[config.mk]
export PLATFORM = sky130hd
export DESIGN_NAME = gray2rgb_pal
export DESIGN_NICKNAME = d
export VERILOG_FILES = /design/src/rtl/gray2rgb_pkg.sv /design/src/rtl/gray2rgb_pal_rf.sv /design/src/rtl/gray2rgb_pal.sv
export SDC_FILE = /design/constraint.sdc
export NUM_CORES = 1
export LEC_CHECK = 0
export CORE_MARGIN = 2
export CORE_UTILIZATION = 40
export CTS_CLUSTER_SIZE = 24
export DETAILED_ROUTE_END_ITERATION = 16
export PLACE_DENSITY = 0.61
export SYNTH_ARGS = -nofsm -noshare
export SYNTH_HDL_FRONTEND = slang
export SYNTH_HIERARCHICAL = 1
export SYNTH_SLANG_ARGS = --single-unit
[constraint.sdc]
create_clock -name clk -period 2.1 [get_ports clk]
set_clock_uncertainty 0.2 [all_clocks]
set_input_delay 0.42 -clock clk [delete_from_list [all_inputs] [get_ports clk]]
set_output_delay 0.42 -clock clk [all_outputs]
set_load 0.01 [all_outputs]
[src/rtl/gray2rgb_pkg.sv]
// Shared types and palette defaults for the gray-to-RGB pseudo-colour expander.
package gray2rgb_pkg;

    typedef logic [11:0] pix12_t;
    typedef logic [3:0]  lvl_t;

    localparam int unsigned PAL_DEPTH = 16;

    function automatic pix12_t default_pal(input lvl_t i);
        return {i, i, i};
    endfunction

endpackage

[src/rtl/gray2rgb_pal_rf.sv]
// 16x12 palette register file: one write port, two asynchronous read ports.
module gray2rgb_pal_rf
    import gray2rgb_pkg::*;
(
    input  logic        clk,
    input  logic        rst_n,
    input  logic        we,
    input  logic [3:0]  waddr,
    input  logic [11:0] wdata,
    input  logic [3:0]  raddr_a,
    output logic [11:0] rdata_a,
    input  logic [3:0]  raddr_b,
    output logic [11:0] rdata_b
);

    pix12_t mem [PAL_DEPTH];

    // Each entry resets to identity gray so an unprogrammed palette is transparent.
    always_ff @(posedge clk or negedge rst_n) begin
        if (!rst_n) begin
            for (int unsigned i = 0; i < PAL_DEPTH; i++) begin
                mem[i] <= default_pal(lvl_t'(i));
            end
        end else if (we) begin
            mem[waddr] <= wdata;
        end
    end

    assign rdata_a = mem[raddr_a];
    assign rdata_b = mem[raddr_b];

endmodule

[src/rtl/gray2rgb_pal.sv]
// Streaming pseudo-colour expander: 2-stage elastic pipeline mapping gray level
// in_pix[11:8] through a programmable palette, with registered palette readback.
module gray2rgb_pal
    import gray2rgb_pkg::*;
#(
    parameter int PIX_W = 12,
    parameter int LVL_W = 4
) (
    input  logic             clk,
    input  logic             rst_n,
    input  logic             pal_we,
    input  logic [LVL_W-1:0] pal_addr,
    input  logic [PIX_W-1:0] pal_wdata,
    output logic [PIX_W-1:0] pal_rdata,
    input  logic             color_en,
    input  logic             in_valid,
    output logic             in_ready,
    input  logic [PIX_W-1:0] in_pix,
    input  logic             in_last,
    output logic             out_valid,
    input  logic             out_ready,
    output logic [PIX_W-1:0] out_pix,
    output logic             out_last
);

    if (PIX_W != 12 || LVL_W != 4) begin : g_bad_param
        $error("gray2rgb_pal supports only PIX_W=12 and LVL_W=4");
    end

    logic   s1_v;
    lvl_t   s1_idx;
    pix12_t s1_pix;
    logic   s1_cen;
    logic   s1_last;

    logic   s2_v;
    pix12_t s2_pix;
    logic   s2_last;

    pix12_t pal_pix;
    pix12_t pal_rb;

    logic   s2_ready;
    logic   s1_load;
    logic   s2_load;

    gray2rgb_pal_rf u_rf (
        .clk     (clk),
        .rst_n   (rst_n),
        .we      (pal_we),
        .waddr   (pal_addr),
        .wdata   (pal_wdata),
        .raddr_a (s1_idx),
        .rdata_a (pal_pix),
        .raddr_b (pal_addr),
        .rdata_b (pal_rb)
    );

    always_comb begin
        s2_ready = !s2_v || out_ready;
        in_ready = !s1_v || s2_ready;
        s1_load  = in_valid && in_ready;
        s2_load  = s1_v && s2_ready;
    end

    // Palette lookup is combinational from s1, so a write on the advancing edge
    // lands after the read and is only seen by later pixels.
    always_ff @(posedge clk or negedge rst_n) begin
        if (!rst_n) begin
            s1_v      <= 1'b0;
            s1_idx    <= '0;
            s1_pix    <= '0;
            s1_cen    <= 1'b0;
            s1_last   <= 1'b0;
            s2_v      <= 1'b0;
            s2_pix    <= '0;
            s2_last   <= 1'b0;
            pal_rdata <= '0;
        end else begin
            if (s1_load) begin
                s1_v    <= 1'b1;
                s1_idx  <= in_pix[11:8];
                s1_pix  <= in_pix;
                s1_cen  <= color_en;
                s1_last <= in_last;
            end else if (s2_load) begin
                s1_v    <= 1'b0;
            end

            if (s2_load) begin
                s2_v    <= 1'b1;
                s2_pix  <= s1_cen ? pal_pix : s1_pix;
                s2_last <= s1_last;
            end else if (out_ready) begin
                s2_v    <= 1'b0;
            end

            pal_rdata <= pal_rb;
        end
    end

    assign out_valid = s2_v;
    assign out_pix   = s2_pix;
    assign out_last  = s2_last;

endmodule

After elaboration in Yosys (flattened, before gate mapping)
Index checks and enable logic that the tools add are counted.
- reduce and logical (&&, ||, !) cells: 9
- multiplexer cells: 14
- bitwise operators: 2
- magnitude comparators: 3
- operator list (operator ; count):
    bitwise mux 192 bit ; 1
    binary-select mux 12 bit (select 4 bit) ; 2
    two-way mux 12 bit ; 6
    demux 12 bit (select 4 bit) ; 1
    >= comparator 5 bit (second input constant) ; 2
    NOT 4 -> 5 bit ; 2
    less-than comparator 5 x 1 -> 1 bit (second input constant) ; 1
    two-way mux 1 bit ; 4
    nonzero test 2 bit ; 2
    logical AND 1 bit ; 3
    logical NOT 1 bit ; 2
    logical OR 1 bit ; 2
- output and inout port bits: 27
- word-level logic and storage cells: 53
- register bits after elaboration: 237

Depth between registers and ports, before layout
Gate-level depths: netlist of the first run.
- depth in word-level cells: 6
- mapped depth: 7
- depth with buffers taken out: 5

Modules after synthesis
Netlist of the first run, hierarchy kept.
- by module, submodules not included (module ; area each (µm²) ; seq. area each (µm²) ; cells each ; instances):
    gray2rgb_pal_rf ; 10252.3 ; 4924.7 ; 642 ; 1
    gray2rgb_pal ; 1565.3 ; 1026.0 ; 104 ; 1

Least setup slack after synthesis of the first run
Ideal clock, no wire load.
- kind: register to register
- start point: register s1_idx[0]
- end point: register s2_pix[3] (netlist: out_pix[3])
- setup time: 0.126 ns
- buffers on the path: 2
- slack: -0.013 ns
- stages on the path, launching flop included: 8
- arrival time: 1.788 ns
- required time: 1.774 ns
- clock period less this slack: 2.113 ns
- cell sequence: dfrtp_1 buf_2 buf_4 mux4_2 a22oi_1 nand2_1 mux2i_1 a21oi_1
- cells in the longest elaborated chain, start to end: 5
- ends and longest elaborated chain (item ; line ; RTL):
    start: declaration ; gray2rgb_pal.sv:31 ; lvl_t s1_idx;
    start signal: assignment ; gray2rgb_pal.sv:82 ; s1_idx <= in_pix[11:8];
    NOT 4 -> 5 bit (not written as such) ; gray2rgb_pal_rf.sv:29 ; assign rdata_a = mem[raddr_a];
    binary-select mux 12 bit (select 4 bit) ; gray2rgb_pal_rf.sv:29 ;
    two-way mux 12 bit (not written as such) (2 in series) ; gray2rgb_pal_rf.sv:29 ;
    via pal_pix[3] ; gray2rgb_pal.sv:40 ; pix12_t pal_pix;
    two-way mux 12 bit ; gray2rgb_pal.sv:92 ; s2_pix <= s1_cen ? pal_pix : s1_pix;
    end signal: assignment ; gray2rgb_pal.sv:92 ;
    end: declaration ; gray2rgb_pal.sv:37 ; pix12_t s2_pix;
The timed path passes the listed nets, and every way through them passes these cells. The select of a mux whose other input is x is not followed.
A chain may end at the register's enable or synchronous reset.

Worst setup path after layout of the first run
- start point: register s1_idx[0]
- end point: register s2_pix[8] (netlist: out_pix[8])
Same word-level chain as after synthesis.

==> results_dict.tcl, run 1 <==
set metrics [dict create \
    final_core_util_pct 51.0 \
    status "finished with violations" \
    drc_errors 0 \
    ys_async_sr_fraction_pct 100 \
    synth-seq-cells 233 \
    yosys-top-cells-count "mux2_2 (177), dfrtp_1 (137), dfstp_2 (96), mux4_2 (96), a22oi_1 (48)" \
    worstPathCellList "buf_12 -> buf_6 -> mux4_2 -> a22oi_2 -> nand2_1 -> mux2i_1 -> a21oi_1" \
    final.min_clock_period_ps 2200 \
    initial_core_util_pct 40.8 \
    dpl.hpwl_mm 22.1 \
    synth.net_count 781 \
    cp_max_fo 12 \
    coreArea_sq_mm 0.0289 \
    cts-root-buf "clkbuf_16" \
    first_pass_iters 4 \
    cts_buffers 26 \
    via_count 7433 \
    syn_avg_cell_area_sq_um 15.8 \
    grt_pass1_wl_mm 51.3 \
    clock_sinks 233 \
    synth_edf_count 0 \
    synthDistinctLibCells 29 \
    htreeDepth 1 \
    cp-start-kind "flip-flop" \
    min_period_over_period_pct 105 \
    critPathKind "reg2reg" \
    final_net_count 903 \
    dieHeight_um 176 \
    drt_iter0_markers 391 \
    finalSetupViolations 12 \
    die_w_um 176 \
    yosysWarnings 6 \
    wl_per_cell_um 26.0 \
    cts_tree "built" \
    synth_largest_area_cell "dfrtp_1" \
    worst_pin_slew_ps 745 \
    rsz0062_at_grt "true" \
    maxSlewViolCount 0 \
    dpl_worst_slack_ps -376 \
    power_density_mw_per_mm2 1050 \
    slowest_delay_ps 520 \
    clk_latency_ps 530 \
    placedCellCount 1215 \
    grt_max_degree 57 \
    final-hold-violation-count 0 \
    ioPinCount 62 \
    gp_congestion 0.843 \
    viasPerCell 5.84 \
    port_buffers 61 \
    crit_arrival_ps 2410 \
    synth_top_flop_cell "dfrtp_1" \
    wl_mm 33.0 \
    dieArea_sq_mm 0.0309 \
    synth_top_area_share_pct 29.0 \
    yosysSeqAreaShare_pct 50.4 \
    netlist_top_cells_area "dfrtp_1 (29%), dfstp_2 (21%), mux4_2 (18%)" \
    synthCells 746 \
    end_kind "flip-flop" \
    finalPower_w 0.0155 \
    layout.cells.non_filler 1273 \
    drv_cap 0 \
    leakage_nw 6.01 \
    rows 62 \
    drtAntennaViolNets 0 \
    cpMaxStageDelayCell "mux4_2" \
    synth_most_common_cell "mux2_2" \
    hold_class "in2async" \
    layout-drive-gt1-share_pct 65.8 \
    clock_path_buffers 3 \
    max_clock_freq_ghz 0.454 \
    grt.total_usage_pct 22.0 \
    gr-total-overflow 0 \
    grt_pass1_vias 8155 \
    antenna_found_initial 1 \
    syn-cell-area_sq_mm 0.0118 \
    slew_headroom_pct 50.3 \
    critPathRequiredTime_ps 2310 \
    area_delta_synth_final_pct 24.8 \
    failed_checks "setup timing" \
    path_clk_slew_ps 60 \
    peakVddDrop_mv 0.618 \
    final.setup.worst_slack_ps -101 \
]
==> final cells by class <==
| cell class | count | area (sq um) |
|---|---|---|
| clock inverter | 11 | 130 |
| fill | 2381 | 14200 |
| multi-input combinational | 450 | 5690 |
| timing repair buffer | 157 | 1700 |
| tap | 384 | 480 |
| sequential | 233 | 5960 |
| antenna | 1 | 2.50 |
| clock buffer | 37 | 793 |
==> sequential cells by signal (all words and copies together), names as in the netlist <==
name       flops
s1_v           1
out_valid      1
s1_cen         1
s1_idx         4
out_last       1
s1_pix         8
s1_last        1
pal_rdata     12
u_rf/mem     192
out_pix       12
==> layout by cell type (no fill, tap or decap), types with 4 or more instances in the layout <==
cell type,netlist,layout
a22oi_2,0,20
mux2_4,30,30
a22oi_1,48,28
mux4_2,96,96
buf_12,1,22
nand2_1,26,18
nor3_2,2,6
clkinv_2,0,8
nand2b_1,6,6
dfrtp_1,137,135
mux2i_1,12,12
nor2b_1,4,4
buf_4,7,68
dfstp_2,96,96
clkbuf_8,0,8
mux2_2,177,177
nor2_1,8,8
nand2_2,0,8
a21oi_1,24,24
buf_16,0,4
clkbuf_16,0,27
clkdlybuf4s50_1,0,55
==> power breakdown <==
part           switching (W)  internal [W]  leakage, nW
Sequential          0.000783       0.00585         2.67
Combinational        0.00160       0.00245         2.87
Clock                0.00186       0.00298        0.466
==> timing repair <==
item	4_1_cts	5_1_grt
resized for setup	30	7
setup endpoints to repair	13	14
hold endpoints to repair	73	0
gates cloned	4	0
buffers inserted	4	0
hold buffers	1	0
pin swaps	8	11
==> per-layer routing <==
| layer | wire length [um] | track usage (%) |
|---|---|---|
| met3 | 2170 | 5.04 |
| met5 | 0 | 0 |
| met2 | 15700 | 35.1 |
| met1 | 14300 | 30.5 |
| met4 | 792 | 5.92 |
==> stage by stage <==
stage / setup TNS [ps] / instance area, sq um / hold slack [ps]
4_1_cts: -1040 / 14700 / 199
5_1_grt: -1840 / 14800 / 213
6_report: -840 / 14800 / 189
3_3_place_gp: -44720 / 13500 / 146
2_1_floorplan: 0 / 11800 / -75.6
3_5_place_dp: -56100 / 13500 / 154
==> kinds of logic after synthesis <==
kind of cell,share of synthesized area (%)
AND/OR/NAND/NOR,2.86
flip-flops,50.4
buffers and inverters,2.73
multiplexers,40.0
AO/OA/AOI/OAI,4.07
==> worst max-delay path: cells and delay by family (launching register included) <==
kind                   cells  cell delay, ps
AOI/OAI and AO/OA          2             300
buffers and inverters      2             320
and+or+nand+nor            1              80
muxes                      2             680
DFF                        1             500
==> worst paths after layout <==
kind / startpoint / endpoint / slack, ps / cells after the start
hold reg to reg: s1_last / s1_last / 310 / 1
setup / recovery: s1_idx[0] / out_pix[8] / -100 / 7
hold / removal: rst_n / out_last / 190 / 2
min in group clk: s1_last / s1_last / 310 / 1
max in group asynchronous: rst_n / u_rf/mem[11] / 780 / 3
setup reg to reg: s1_idx[0] / out_pix[8] / -100 / 7
Note: power is estimated with default switching activity, not from simulation.
==> inputs of run 2 (changes only) <==
==> constraint.sdc (replaced) <==
create_clock -name clk -period 1.85 [get_ports clk]
set_clock_uncertainty 0.2 [all_clocks]
set_input_delay 0.37 -clock clk [delete_from_list [all_inputs] [get_ports clk]]
set_output_delay 0.37 -clock clk [all_outputs]
set_load 0.01 [all_outputs]
==> results_dict.tcl, run 2 (synthesis results as in run 1) <==
set metrics [dict create \
    crit_family "multiplexers" \
    drv_cap 0 \
    status "finished with violations" \
    area_delta_synth_final_pct 27.5 \
    rsz0062_at_grt "true" \
    dieArea_sq_mm 0.0309 \
    cp-start-kind "flip-flop" \
    viasPerCell 5.82 \
    via_count 7625 \
    leakage_nw 6.23 \
    layout_common_cells "mux2_2 (177), dfrtp_1 (135), mux4_2 (96), dfstp_2 (96), buf_4 (92)" \
    cts-root-buf "clkbuf_16" \
    drtAntennaViolNets 0 \
    power_density_mw_per_mm2 1170 \
    grt_pass1_wl_mm 50.6 \
    critPathRequiredTime_ps 2070 \
    final_common_cell "mux2_2" \
    layout-drive-gt1-share_pct 67.5 \
    antenna_found_initial 0 \
    htreeDepth 1 \
    gp_congestion 0.822 \
    wl_per_cell_um 25.2 \
    fillerInstances 2366 \
    final.setup.worst_slack_ps -426 \
    drc_errors 0 \
    r2r_start "s1_idx[0]" \
    final_net_count 941 \
    final.min_clock_period_ps 2280 \
    grt.total_usage_pct 21.5 \
    worstPathCellList "buf_12 -> buf_12 -> buf_6 -> mux4_2 -> a22oi_2 -> nand2_2 -> mux2i_2 -> a21oi_2" \
    grt_pass1_vias 8345 \
    finalSetupViolations 12 \
    clk_latency_ps 530 \
    final_core_util_pct 52.1 \
    path_buf_inv 3 \
    cp_max_fo 6 \
    end_kind "flip-flop" \
    slowest_delay_ps 530 \
    crit_arrival_ps 2490 \
    initial_core_util_pct 40.8 \
    clock_sinks 233 \
    antenna_cells 0 \
    final-hold-violation-count 0 \
    cpMaxStageDelayCell "dfrtp_4" \
    min_period_over_period_pct 123 \
    wl_mm 33.0 \
    fin_area_sq_mm 0.0151 \
    slew_headroom_pct 35.4 \
    die_w_um 176 \
    failed_checks "setup timing" \
    worst_pin_slew_ps 964 \
    first_pass_iters 4 \
    startpoint "s1_idx[0]" \
    placedCellCount 1244 \
    path_common_cell "buf_12" \
    whs_ps 236 \
    top_register "u_rf/mem" \
    cts_tree "built" \
    layout.cells.non_filler 1310 \
    maxSlewViolCount 0 \
    rows 62 \
    dpl_cell_area_sq_mm 0.0138 \
    critPathKind "reg2reg" \
    drt_iter0_markers 438 \
    max_clock_freq_ghz 0.439 \
    port_buffers 61 \
    dieHeight_um 176 \
    gr-total-overflow 0 \
    path_clk_slew_ps 60 \
    dpl.hpwl_mm 22.3 \
    largest_register_ffs 192 \
    hold_class "in2async" \
    peakVddDrop_mv 0.645 \
    clock_path_buffers 3 \
    grt_max_degree 96 \
    coreArea_sq_mm 0.0289 \
    cts_buffers 26 \
    ioPinCount 62 \
]
==> run 2: cell types whose count changed in the layout (fill, tap and decap cells not counted), moves of 4 or more <==
cell,change
dlygate4sd2_1,+24
clkdlybuf4s50_1,-27
clkinv_2,-4
buf_4,+24
buf_12,+4
clkbuf_1,+7
buf_6,+10
==> run 2: final timing paths <==
path,to,slack (ps),depth (start not counted)
hold / removal,out_last,240,3
setup reg to reg,out_pix[5],-430,8
setup / recovery,out_pix[5],-430,8
hold reg to reg,s1_pix[1],310,1
min in group clk,s1_pix[2],260,2
max in group asynchronous,u_rf/mem[31],710,3
==> run 2: worst register-to-register path, delay by kind of cell (launching register included) <==
kind | cells | cell delay, ps
AND/OR/NAND/NOR | 1 | 120
AO/OA/AOI/OAI | 2 | 240
buffers and inverters | 3 | 430
multiplexers | 2 | 630
flip-flops | 1 | 530
==> run 2: what timing repair did <==
action | in CTS | in global routing
hold buffers | 1 | 0
resized for setup | 56 | 39
buffers inserted | 7 | 7
gates cloned | 2 | 2
setup endpoints to repair | 39 | 89
pin swaps | 9 | 25
endpoints found under the hold margin | 189 | 0
==> run 2: per-stage QoR <==
stage | setup TNS (ps) | worst slack (ps) | power [W]
floorplan | -959 | -82.0 | 0.0102
global placement | -89530 | -609 | 0.0119
detailed placement | -98310 | -644 | 0.0121
CTS | -4470 | -406 | 0.0176
global route | -5570 | -519 | 0.0184
finish | -4530 | -426 | 0.0176
==> run 2: final cells by class <==
cell class	instances	area (sq um)	share of cell area, %
repair buffers	194	2020	13.4
well taps	384	480	3.19
clock buffers	41	778	5.17
clock inverters	7	87.6	0.581
flip-flops and latches	233	5960	39.5
multi-input cells	451	5740	38.1
==> run 2: per-layer routing <==
metal | vias to the layer above | GRT usage (%) | wire length (um)
li1 | 3217 | - | -
met1 | 4097 | 28.8 | 14000
met2 | 247 | 36.3 | 16300
met3 | 64 | 3.92 | 1890
met4 | 0 | 5.82 | 848
met5 | - | 0 | 0
==> run 2: report_power, final <==
part,internal (W),switching [W],leakage (nW)
logic,0.00291,0.00194,3.14
clock network,0.00315,0.00205,0.423
registers,0.00664,0.000874,2.67
==> inputs of run 3 (changes only) <==
--- a/config.mk
+++ b/config.mk
@@ -5,11 +5,13 @@
 export SDC_FILE = /design/constraint.sdc
 export NUM_CORES = 1
 export LEC_CHECK = 0
+export CELL_PAD_IN_SITES_DETAIL_PLACEMENT = 1
+export CELL_PAD_IN_SITES_GLOBAL_PLACEMENT = 2
 export CORE_MARGIN = 2
 export CORE_UTILIZATION = 40
 export CTS_CLUSTER_SIZE = 24
 export DETAILED_ROUTE_END_ITERATION = 16
-export PLACE_DENSITY = 0.61
+export PLACE_DENSITY = 0.77
 export SYNTH_ARGS = -nofsm -noshare
 export SYNTH_HDL_FRONTEND = slang
 export SYNTH_HIERARCHICAL = 1
==> results_dict.tcl, run 3 (synthesis results as in run 1) <==
set metrics [dict create \
    slowest_delay_ps 540 \
    finalSetupViolations 12 \
    critPathRequiredTime_ps 2070 \
    cp-start-kind "flip-flop" \
    final_net_count 941 \
    final_common_cell "mux2_2" \
    die_w_um 176 \
    cp_max_fo 7 \
    finalPower_w 0.0175 \
    layout_common_cells "mux2_2 (177), dfrtp_1 (135), mux4_2 (96), dfstp_2 (96), buf_4 (95)" \
    path_clk_slew_ps 60 \
    drtAntennaViolNets 0 \
    antenna_cells 0 \
    grt_pass1_vias 8869 \
    cts_tree "built" \
    setup_tns_ps -4400 \
    gr-total-overflow 0 \
    rows 62 \
    critPathKind "reg2reg" \
    largest_register_ffs 192 \
    power_density_mw_per_mm2 1160 \
    hold_class "in2async" \
    peakVddDrop_mv 0.650 \
    final.setup.worst_slack_ps -446 \
    drv_cap 0 \
    min_period_over_period_pct 124 \
    first_pass_iters 5 \
    layout-drive-gt1-share_pct 66.6 \
    maxSlewViolCount 0 \
    grt_pass1_wl_mm 55.6 \
    crit_arrival_ps 2510 \
    grt_max_degree 48 \
    fillerInstances 2714 \
    top_register "u_rf/mem" \
    drt_iter0_markers 446 \
    slew_headroom_pct 52.7 \
    rsz0062_at_grt "true" \
    worstPathCellList "buf_12 -> buf_4 -> mux4_2 -> a22oi_2 -> nand2_2 -> mux2i_1 -> a21oi_1" \
    dpl_worst_slack_ps -717 \
    final-hold-violation-count 0 \
    clock_path_buffers 3 \
    dpl.hpwl_mm 25.1 \
    cts-root-buf "clkbuf_16" \
    viasPerCell 5.82 \
    htreeDepth 1 \
    ioPinCount 62 \
    drc_errors 0 \
    coreArea_sq_mm 0.0289 \
    max_clock_freq_ghz 0.436 \
    dieHeight_um 176 \
    grt.total_usage_pct 23.9 \
    wl_mm 35.8 \
    wl_per_cell_um 27.3 \
    dieArea_sq_mm 0.0309 \
    clk_latency_ps 540 \
    port_buffers 61 \
    worst_pin_slew_ps 710 \
    area_delta_synth_final_pct 27.2 \
    leakage_nw 6.24 \
    cts_buffers 27 \
    gp_congestion 0.841 \
    via_count 7631 \
    clock_sinks 233 \
    antenna_found_initial 0 \
    status "finished with violations" \
    end_kind "flip-flop" \
    cpMaxStageDelayCell "dfrtp_4" \
    failed_checks "setup timing" \
    whs_ps 136 \
    final.min_clock_period_ps 2300 \
    initial_core_util_pct 40.8 \
]
## run 3: cell count changes in the layout (fill, tap and decap cells not counted), sizes merged
cell,delta
clkbuf,+1
or4,-1
buf,+1
clkinv,+1
dlygate4sd2,+1
clkinvlp,-1
clkdlybuf4s15,-1
inv,+2
bufinv,-2
## run 3: what timing repair did
action	CTS	global route
endpoints found under the setup margin	54	54
endpoints found under the hold margin	132	0
cloned	2	0
buffers inserted	9	3
pin swaps	22	13
hold buffers	1	0
gates resized for setup	61	12
## run 3: critical path, delay by kind of cell, from the launching register on
| family | cells | cell delay [ps] |
|---|---|---|
| AOI/OAI and AO/OA | 2 | 320 |
| and+or+nand+nor | 1 | 120 |
| buffers and inverters | 2 | 300 |
| muxes | 2 | 670 |
| DFF | 1 | 540 |
## run 3: layer usage
layer | vias to the layer above | GRT usage, % | part of all wire (%)
met1 | 4182 | 32.1 | 42
li1 | 3196 | - | -
met4 | 0 | 5.89 | 2.1
met2 | 199 | 40.9 | 51
met3 | 54 | 3.68 | 5.0
met5 | - | 0 | 0
## run 3: cell type report
class | count | area [sq um] | share of cell area [%]
sequential | 233 | 5960 | 39.6
multi-input combinational | 450 | 5720 | 38.1
timing repair buffer | 194 | 2030 | 13.5
clock buffer | 43 | 796 | 5.30
tap | 384 | 480 | 3.20
clock inverter | 7 | 42.5 | 0.283
## run 3: worst paths after layout
check / start / endpoint / slack, ps / cells past startpoint
max: s1_idx[0] / out_pix[9] / -450 / 7
min: rst_n / s1_pix[6] / 140 / 2
max reg2reg: s1_idx[0] / out_pix[9] / -450 / 7
min reg2reg: s1_pix[1] / s1_pix[1] / 320 / 1
max in group asynchronous: rst_n / s1_idx[1] / 560 / 3
min in group clk: in_pix[11] / s1_idx[3] / 260 / 2
## run 3: per-stage QoR
stage | utilization [%] | std cells | area [sq um]
5_1_grt | 51.9 | 1311 | 15000
6_report | 51.9 | 1311 | 15000
3_3_place_gp | 48.0 | 1247 | 13900
3_5_place_dp | 48.0 | 1247 | 13900
2_1_floorplan | - | 746 | 11900
4_1_cts | 51.7 | 1309 | 15000
## run 3: power by group
| part | leakage [nW] | total [W] | internal, W | switching, W |
|---|---|---|---|---|
| sequential | 2.67 | 0.00757 | 0.00665 | 0.000925 |
| combinational | 3.15 | 0.00485 | 0.00289 | 0.00196 |
| clock | 0.416 | 0.00509 | 0.00294 | 0.00215 |
